## config.mk

```make
export PLATFORM = sky130hd
export DESIGN_NAME = cva6_store_unit
export DESIGN_NICKNAME = d
export VERILOG_FILES = /design/src/rtl/cva6_store_unit_pkg.sv /design/src/rtl/cva6_store_unit_store_buffer.sv /design/src/rtl/cva6_store_unit.sv
export SDC_FILE = /design/constraint.sdc
export NUM_CORES = 1
export LEC_CHECK = 0
export CAP_MARGIN = 20
export CELL_PAD_IN_SITES_DETAIL_PLACEMENT = 2
export CELL_PAD_IN_SITES_GLOBAL_PLACEMENT = 2
export CORE_AREA = 3 3 307 309
export DETAILED_ROUTE_END_ITERATION = 12
export DIE_AREA = 0 0 310 312
export HOLD_SLACK_MARGIN = 0.05
export PLACE_DENSITY_LB_ADDON = 0.1
export SLEW_MARGIN = 25
export SYNTH_ARGS = -nofsm -noshare
export SYNTH_HDL_FRONTEND = slang
export SYNTH_SLANG_ARGS = --single-unit
```

## constraint.sdc

```tcl
create_clock -name clk_i -period 9.5 [get_ports clk_i]
set_input_delay 1.9 -clock clk_i [delete_from_list [all_inputs] [get_ports clk_i]]
set_output_delay 1.9 -clock clk_i [all_outputs]
set_load 0.05 [all_outputs]
```

## src/rtl/cva6_store_unit_pkg.sv

```systemverilog
// Shared types and constants for the RV32 CVA6 store unit slice.
package cva6_store_unit_pkg;

  localparam logic [7:0]  SW = 8'd39;
  localparam logic [7:0]  SH = 8'd40;
  localparam logic [7:0]  SB = 8'd41;
  localparam logic [31:0] STORE_ADDR_MISALIGNED = 32'd6;

  typedef enum logic [1:0] {
    IDLE,
    WAIT_TRANSLATION,
    WAIT_STORE_READY
  } st_state_e;

  typedef struct packed {
    logic        valid;
    logic [31:0] vaddr;
    logic        overflow;
    logic [31:0] data;
    logic [3:0]  be;
    logic [3:0]  fu;
    logic [7:0]  operation;
    logic [2:0]  trans_id;
  } lsu_ctrl_t;

  typedef struct packed {
    logic [31:0] cause;
    logic [31:0] tval;
    logic        valid;
  } exception_t;

  typedef struct packed {
    logic        data_gnt;
    logic        data_rvalid;
    logic [31:0] data_rdata;
    logic        data_ruser;
  } dcache_req_i_t;

  typedef struct packed {
    logic [11:0] address_index;
    logic [21:0] address_tag;
    logic [31:0] data_wdata;
    logic        data_wuser;
    logic        data_req;
    logic        data_we;
    logic [3:0]  data_be;
    logic [1:0]  data_size;
    logic        kill_req;
    logic        tag_valid;
  } dcache_req_o_t;

  typedef struct packed {
    logic        req;
    logic [3:0]  amo_op;
    logic [1:0]  size;
    logic [63:0] operand_a;
    logic [63:0] operand_b;
  } amo_req_t;

  typedef struct packed {
    logic        ack;
    logic [63:0] result;
  } amo_resp_t;

  typedef struct packed {
    logic [33:0] paddr;
    logic [31:0] data;
    logic [3:0]  be;
    logic [1:0]  size;
  } sb_entry_t;

  // Anything that is not SH/SB is handled as a full word store.
  function automatic logic [1:0] op_size(input logic [7:0] op);
    case (op)
      SH:      return 2'd1;
      SB:      return 2'd0;
      default: return 2'd2;
    endcase
  endfunction

endpackage

```

## src/rtl/cva6_store_unit_store_buffer.sv

```systemverilog
// Speculative and commit store queues, drain to the D$ port, and load-offset hazard match.
module cva6_store_unit_store_buffer
  import cva6_store_unit_pkg::*;
#(
  parameter int unsigned DEPTH_SPEC   = 4,
  parameter int unsigned DEPTH_COMMIT = 4
) (
  input  logic        clk_i,
  input  logic        rst_ni,
  input  logic        flush_i,
  input  logic        push_i,
  input  sb_entry_t   push_data_i,
  output logic        spec_full_o,
  input  logic        commit_i,
  output logic        commit_ready_o,
  input  logic        gnt_i,
  output logic        head_valid_o,
  output sb_entry_t   head_o,
  input  logic [11:0] page_offset_i,
  input  logic        cand_valid_i,
  input  logic [11:0] cand_offset_i,
  output logic        page_offset_matches_o,
  output logic        no_st_pending_o,
  output logic        store_buffer_empty_o
);

  localparam int unsigned SPW = (DEPTH_SPEC > 1) ? $clog2(DEPTH_SPEC) : 1;
  localparam int unsigned CPW = (DEPTH_COMMIT > 1) ? $clog2(DEPTH_COMMIT) : 1;
  localparam int unsigned SCW = $clog2(DEPTH_SPEC + 1);
  localparam int unsigned CCW = $clog2(DEPTH_COMMIT + 1);

  sb_entry_t               r_spec [DEPTH_SPEC];
  logic [DEPTH_SPEC-1:0]   r_spec_vld;
  logic [SPW-1:0]          r_spec_rd, r_spec_wr;
  logic [SCW-1:0]          r_spec_cnt;

  sb_entry_t               r_com [DEPTH_COMMIT];
  logic [DEPTH_COMMIT-1:0] r_com_vld;
  logic [CPW-1:0]          r_com_rd, r_com_wr;
  logic [CCW-1:0]          r_com_cnt;

  logic w_move, w_pop, w_match, w_unused;

  assign spec_full_o          = (r_spec_cnt == SCW'(DEPTH_SPEC));
  assign commit_ready_o       = (r_com_cnt != CCW'(DEPTH_COMMIT));
  assign w_move               = commit_i && commit_ready_o && (r_spec_cnt != '0);
  assign w_pop                = gnt_i && (r_com_cnt != '0);
  assign head_valid_o         = (r_com_cnt != '0);
  assign head_o               = r_com[r_com_rd];
  assign no_st_pending_o      = (r_com_cnt == '0);
  assign store_buffer_empty_o = (r_com_cnt == '0) && (r_spec_cnt == '0);
  assign w_unused             = ^{page_offset_i[1:0], cand_offset_i[1:0]};

  always_ff @(posedge clk_i) begin
    if (push_i) r_spec[r_spec_wr] <= push_data_i;
    if (w_move) r_com[r_com_wr]   <= r_spec[r_spec_rd];
  end

  // A commit in the flush cycle still moves the head; the flush only drops what remains.
  always_ff @(posedge clk_i or negedge rst_ni) begin
    if (!rst_ni) begin
      r_spec_vld <= '0;
      r_spec_rd  <= '0;
      r_spec_wr  <= '0;
      r_spec_cnt <= '0;
    end else if (flush_i) begin
      r_spec_vld <= '0;
      r_spec_rd  <= '0;
      r_spec_wr  <= '0;
      r_spec_cnt <= '0;
    end else begin
      if (push_i) begin
        r_spec_vld[r_spec_wr] <= 1'b1;
        r_spec_wr <= (r_spec_wr == SPW'(DEPTH_SPEC - 1)) ? '0 : r_spec_wr + 1'b1;
      end
      if (w_move) begin
        r_spec_vld[r_spec_rd] <= 1'b0;
        r_spec_rd <= (r_spec_rd == SPW'(DEPTH_SPEC - 1)) ? '0 : r_spec_rd + 1'b1;
      end
      r_spec_cnt <= r_spec_cnt + SCW'(push_i) - SCW'(w_move);
    end
  end

  always_ff @(posedge clk_i or negedge rst_ni) begin
    if (!rst_ni) begin
      r_com_vld <= '0;
      r_com_rd  <= '0;
      r_com_wr  <= '0;
      r_com_cnt <= '0;
    end else begin
      if (w_move) begin
        r_com_vld[r_com_wr] <= 1'b1;
        r_com_wr <= (r_com_wr == CPW'(DEPTH_COMMIT - 1)) ? '0 : r_com_wr + 1'b1;
      end
      if (w_pop) begin
        r_com_vld[r_com_rd] <= 1'b0;
        r_com_rd <= (r_com_rd == CPW'(DEPTH_COMMIT - 1)) ? '0 : r_com_rd + 1'b1;
      end
      r_com_cnt <= r_com_cnt + CCW'(w_move) - CCW'(w_pop);
    end
  end

  always_comb begin
    w_match = cand_valid_i && (cand_offset_i[11:2] == page_offset_i[11:2]);
    for (int unsigned i = 0; i < DEPTH_SPEC; i++) begin
      if (r_spec_vld[i] && (r_spec[i].paddr[11:2] == page_offset_i[11:2])) w_match = 1'b1;
    end
    for (int unsigned i = 0; i < DEPTH_COMMIT; i++) begin
      if (r_com_vld[i] && (r_com[i].paddr[11:2] == page_offset_i[11:2])) w_match = 1'b1;
    end
  end

  assign page_offset_matches_o = w_match;

endmodule

```

## src/rtl/cva6_store_unit.sv

```systemverilog
// Store unit top: translation handshake FSM, alignment check, writeback, D$ request mapping.
module cva6_store_unit
  import cva6_store_unit_pkg::*;
#(
  parameter int unsigned DEPTH_SPEC         = 4,
  parameter int unsigned DEPTH_COMMIT       = 4,
  parameter int unsigned TRANS_ID_BITS      = 3,
  parameter int unsigned XLEN               = 32,
  parameter int unsigned PLEN               = 34,
  parameter int unsigned DCACHE_INDEX_WIDTH = 12,
  parameter int unsigned DCACHE_TAG_WIDTH   = 22
) (
  input  logic                          clk_i,
  input  logic                          rst_ni,
  input  logic                          flush_i,
  output logic                          no_st_pending_o,
  output logic                          store_buffer_empty_o,
  input  logic                          valid_i,
  input  lsu_ctrl_t                     lsu_ctrl_i,
  output logic                          pop_st_o,
  input  logic                          commit_i,
  output logic                          commit_ready_o,
  input  logic                          amo_valid_commit_i,
  output logic                          valid_o,
  output logic [TRANS_ID_BITS-1:0]      trans_id_o,
  output logic [XLEN-1:0]               result_o,
  output exception_t                    ex_o,
  output logic                          translation_req_o,
  output logic [XLEN-1:0]               vaddr_o,
  input  logic [PLEN-1:0]               paddr_i,
  input  exception_t                    ex_i,
  input  logic                          dtlb_hit_i,
  input  logic [DCACHE_INDEX_WIDTH-1:0] page_offset_i,
  output logic                          page_offset_matches_o,
  output amo_req_t                      amo_req_o,
  input  amo_resp_t                     amo_resp_i,
  input  dcache_req_i_t                 req_port_i,
  output dcache_req_o_t                 req_port_o
);

  st_state_e                r_state, w_state_n;
  lsu_ctrl_t                r_op, w_op;
  logic                     r_valid;
  logic [TRANS_ID_BITS-1:0] r_trans_id;
  exception_t               r_ex, w_ex;
  logic                     w_pending, w_accept, w_misaligned, w_push, w_spec_full;
  logic [1:0]               w_size;
  sb_entry_t                w_entry, w_head;
  logic                     w_head_valid, w_unused;

  // While waiting, the op latched on entry is used; issue keeps presenting it until pop.
  assign w_op      = (r_state == IDLE) ? lsu_ctrl_i : r_op;
  assign w_pending = (r_state == IDLE) ? valid_i : 1'b1;
  assign w_size    = op_size(w_op.operation);

  assign w_misaligned = ((w_size == 2'd2) && (w_op.vaddr[1:0] != 2'b00)) ||
                        ((w_size == 2'd1) && w_op.vaddr[0]);
  assign w_push       = w_accept && !w_misaligned && !ex_i.valid;

  always_comb begin
    w_entry       = '0;
    w_entry.paddr = paddr_i;
    w_entry.data  = w_op.data << {w_op.vaddr[1:0], 3'b000};
    w_entry.be    = w_op.be;
    w_entry.size  = w_size;
  end

  always_comb begin
    w_ex = '0;
    if (w_misaligned) begin
      w_ex.cause = STORE_ADDR_MISALIGNED;
      w_ex.tval  = w_op.vaddr;
      w_ex.valid = 1'b1;
    end else if (ex_i.valid) begin
      w_ex = ex_i;
    end
  end

  always_comb begin
    w_state_n         = r_state;
    w_accept          = 1'b0;
    translation_req_o = 1'b0;
    vaddr_o           = '0;
    if (w_pending) begin
      translation_req_o = 1'b1;
      vaddr_o           = w_op.vaddr;
      w_accept          = dtlb_hit_i && !w_spec_full && !flush_i;
    end
    if (flush_i || !w_pending || w_accept) w_state_n = IDLE;
    else if (!dtlb_hit_i)                  w_state_n = WAIT_TRANSLATION;
    else                                   w_state_n = WAIT_STORE_READY;
  end

  always_ff @(posedge clk_i or negedge rst_ni) begin
    if (!rst_ni) begin
      r_state    <= IDLE;
      r_op       <= '0;
      r_valid    <= 1'b0;
      r_trans_id <= '0;
      r_ex       <= '0;
    end else begin
      r_state <= w_state_n;
      if ((r_state == IDLE) && valid_i && !w_accept) r_op <= lsu_ctrl_i;
      r_valid    <= w_accept;
      r_trans_id <= w_accept ? w_op.trans_id : '0;
      r_ex       <= w_accept ? w_ex : '0;
    end
  end

  cva6_store_unit_store_buffer #(
    .DEPTH_SPEC   (DEPTH_SPEC),
    .DEPTH_COMMIT (DEPTH_COMMIT)
  ) u_store_buffer (
    .clk_i                 (clk_i),
    .rst_ni                (rst_ni),
    .flush_i               (flush_i),
    .push_i                (w_push),
    .push_data_i           (w_entry),
    .spec_full_o           (w_spec_full),
    .commit_i              (commit_i),
    .commit_ready_o        (commit_ready_o),
    .gnt_i                 (req_port_i.data_gnt),
    .head_valid_o          (w_head_valid),
    .head_o                (w_head),
    .page_offset_i         (page_offset_i),
    .cand_valid_i          (w_accept),
    .cand_offset_i         (w_op.vaddr[11:0]),
    .page_offset_matches_o (page_offset_matches_o),
    .no_st_pending_o       (no_st_pending_o),
    .store_buffer_empty_o  (store_buffer_empty_o)
  );

  always_comb begin
    req_port_o = '0;
    if (w_head_valid) begin
      req_port_o.address_index = w_head.paddr[DCACHE_INDEX_WIDTH-1:0];
      req_port_o.address_tag   = w_head.paddr[DCACHE_INDEX_WIDTH +: DCACHE_TAG_WIDTH];
      req_port_o.data_wdata    = w_head.data;
      req_port_o.data_be       = w_head.be;
      req_port_o.data_size     = w_head.size;
      req_port_o.data_req      = 1'b1;
      req_port_o.data_we       = 1'b1;
      req_port_o.tag_valid     = 1'b1;
    end
  end

  assign pop_st_o   = w_accept;
  assign valid_o    = r_valid;
  assign trans_id_o = r_trans_id;
  assign ex_o       = r_ex;
  assign result_o   = '0;
  assign amo_req_o  = '0;
  assign w_unused   = ^{amo_valid_commit_i, amo_resp_i, req_port_i.data_rvalid,
                        req_port_i.data_rdata, req_port_i.data_ruser,
                        w_op.valid, w_op.overflow, w_op.fu};

endmodule

```

==> key figures <==
Timing
  • Fin. Hold Viols: 0
  • RSZ-0062 raised after global routing: false
  • Worst setup margin: 2.52 ns
  • Worst hold margin: 0.498 ns
  • Relative slew slack: 33.6%
  • Period utilisation layout: 73.4%
  • Final setup viols: 0
  • Fmax: 143 MHz
  • Worst-Margin Slew: 0.994 ns
  • Final period demand of the worst path: 6.98 ns
  • Final worst clock skew: 0.0294 ns
  • Setup TNS: 0 ns
  • Max Slew Vio Count: 0

Final layout
  • Layout net count: 2593
  • Fillers: 8777
  • Post-route insts no fill: approximately 3500
  • Proportion of layout cells with a drive suffix above 1: 18.8%
  • Area growth syn-to-layout: 22.9%

Flow run
  • Max-cap violation count: 0

Worst setup path
  • Crit Path Class: in2out
  • Critical path peak fanout: 9
  • Slowest-stage cell, CP: clkdlybuf4s50_1
  • Worst setup path start: page_offset_i[11]
  • CP Capture Type: output port
  • Crit path DAT: 5.08 ns
  • R2r setup slk: approximately 5.3 ns
  • CP peak stage delay: 0.93 ns
  • Crit path required time: 7.60 ns
  • CP cell instances: clkdlybuf4s50_1, xnor2_1, nand4_1, nor3_1, or4_1, nor3_1, o21ai_0, clkdlybuf4s50_1
  • Startpoint Class: input port
  • Worst R2R Path Depth: 7
  • Worst reg2reg startpoint: r_state[1]$_DFF_PN0_
  • Reg2reg end: u_store_buffer.r_spec[0][16]$_DFFE_PP_

Power
  • Leak: 13.8 nW
  • Internal power: around 7.4 mW
  • Sw Ratio: 34.3%
  • Flop pwr share: about 37%
  • PnR Total Power: 11.2 mW
  • Combinational power share: 32.0%
  • Clk pwr share: 30.6%
  • Psw: 3.85 mW
  • Worst VDD drop: between 0.1 and 0.15 mV
  • PD cells: 285 nW/µm²

Route
  • First DRT Iteration DRCs: ~840
  • Number of routed nets with antenna violations: 0
  • DRC: 0
  • DR vias: 17100
  • WL/cell: 25.4 µm
  • Via/cell ratio: 4.82
  • Final WL: 89700 µm
  • First-pass DRT Iterations: 6

Synthesis
  • Mapped Area: 32000 µm²
  • Yosys warnings: 0
  • Post-synth EDFFs: 576
  • Cell count after synthesis: 1882
  • Yosys cell types: 54
  • Area contributors post-synth: edfxtp_1 (54%), dfrtp_1 (13%), mux4_2 (10%), buf_4 (4.3%), mux2_2 (3.5%)
  • Post-synth top area share: 54.0%
  • Seq/Total Area, Yosys: 67.4%
  • Mapped Avg Cell Area: 17.0 µm²
  • Post-synth ARST share: 23.0%
  • Synth area leader: edfxtp_1
  • #FFs+latches synth: approximately 750
  • Top_reg_cell synth: edfxtp_1
  • Most frequent cell after synthesis: edfxtp_1
  • Synth top cells by count: edfxtp_1 (576), buf_4 (184), dfrtp_1 (172)

CTS
  • Worst skew pair latency: 0.64 ns
  • Hold bufs inserted after CTS: 0
  • Cts bufs inserted: 86
  • CTS tree: done
  • Setup Fix Bufs, Post-CTS: 0
  • Clk sink count: 748
  • Root buf cell: clkbuf_16
  • Clock-pin slew on the worst setup and hold paths: 0.05 ns
  • Htree depth: 3
  • Resize count post-CTS: 0
  • Worst-case clock buffer depth: 3

Worst hold path
  • Hold Path Origin: r_op[82]$_DFFE_PN0P_
  • WHS Endpoint: r_op[82]$_DFFE_PN0P_
  • Hold Crit Class: reg2reg
  • Hold path depth: 1

GRT
  • Antenna violations before repair: 17
  • Largest net degree at the start of global routing: 76
  • First-pass GRT wire length: 133000 µm
  • Total track usage: 18.6%
  • Gr ovfl total: 0
  • Vias in the first global route: 19600

Place
  • Inst Count DP: 3366
  • Routability Congestion: approximately 0.77
  • I/O Buffers: 376
  • Post-DP HPWL: between 50000 and 60000 µm
  • Place WS: 2.50 ns

Floorplanning
  • Die area: 96700 µm²
  • Ports: 654
  • Std cell rows: 111
  • Initial Utilization: roughly a third
  • Die Wd: 310 µm
  • Core ar.: 91700 µm²
  • DIE HEIGHT: 312 µm

Outcome
  • Outcome: complete, no violations
==> flip-flops by register name, indices dropped and copies added (netlist names) <==
name / count
ex_o: 65
r_op: 79
r_state: 2
trans_id_o: 3
u_store_buffer.r_com: 288
u_store_buffer.r_com_cnt: 3
u_store_buffer.r_com_rd: 2
u_store_buffer.r_com_vld: 4
u_store_buffer.r_com_wr: 2
u_store_buffer.r_spec: 288
u_store_buffer.r_spec_cnt: 3
u_store_buffer.r_spec_rd: 2
u_store_buffer.r_spec_vld: 4
u_store_buffer.r_spec_wr: 2
valid_o: 1
==> cell families (layout without fill, tap and decap cells) <==
kind of cell	Yosys count	after routing	share of synthesized area [%]
flip-flops	748	748	67.4
AND/OR/NAND/NOR	324	324	5.19
multiplexers	318	318	16.2
buffers and inverters	292	583	5.84
XOR/XNOR	94	94	2.57
AO/OA/AOI/OAI	83	83	1.89
adder cells (fa/ha/maj)	22	22	0.906
other	1	179	0.0117
==> power groups by stage <==
stage | logic [mW] | registers [mW] | clock network [mW]
3_3_place_gp | 3.56 | 4.27 | 0
5_1_grt | 3.83 | 4.23 | 3.69
6_report | 3.59 | 4.19 | 3.44
4_1_cts | 3.68 | 4.21 | 3.55
3_5_place_dp | 3.66 | 4.27 | 0
2_1_floorplan | 2.54 | 4.18 | 0
==> layout make-up <==
class / count / area, µm² / area share (%)
clock buffer: 110 / 2290 / 5.82
inverter: 20 / 77.6 / 0.197
tap: 1186 / 1480 / 3.77
clock inverter: 51 / 652 / 1.66
sequential: 748 / 21600 / 54.9
antenna: 10 / 25.0 / 0.0636
multi-input combinational: 1010 / 9240 / 23.5
timing repair buffer: 402 / 3990 / 10.1
==> routing by layer <==
layer / share of wire (%) / GRT usage [%] / vias to the layer above
met5: 0.096 / 0 / -
met4: 1.5 / 4.03 / 12
met3: 7.0 / 5.70 / 112
met2: 51 / 32.1 / 461
met1: 41 / 22.9 / 8948
li1: - / - / 7527
==> through the flow <==
step / utilization, % / cell area [µm²]
floorplan: - / 32700
global placement: 39.7 / 36400
detailed placement: 39.7 / 36400
CTS: 42.9 / 39300
global route: 42.9 / 39400
finish: 43.0 / 39400
==> worst max-delay path: cells and delay by family <==
family                    cells  cell delay, ns
xor gates and xnor gates      1            0.17
buffers and inverters         2            1.68
AOI/OAI and AO/OA             1            0.16
and+or+nand+nor               4            1.14
==> worst max-delay path by stage <==
stage,slack (ns),to,cells after the start
detailed placement,2.50,page_offset_matches_o,8
floorplan,3.63,page_offset_matches_o,6
CTS,2.49,page_offset_matches_o,8
global route,2.38,page_offset_matches_o,8
finish,2.52,page_offset_matches_o,8
global placement,2.48,page_offset_matches_o,8
==> placed cells by master, fill, tap and decap left out, types with 16 or more instances in the layout <==
master,netlist,layout
dfrtp_1,172,168
a21oi_1,18,18
ha_1,20,20
mux2_2,100,100
mux2i_1,59,58
xnor2_1,71,71
clkinv_2,0,16
clkbuf_16,0,86
nor2_1,114,113
nand4_1,18,18
nand2_1,36,36
a211oi_1,25,25
mux4_2,149,149
conb_1,1,169
clkdlybuf4s50_1,0,375
edfxtp_1,576,576
xor2_1,23,23
inv_1,19,19
and2_1,111,103
buf_4,184,22
clkbuf_1,36,19
Power figures use the tool's default switching activity.
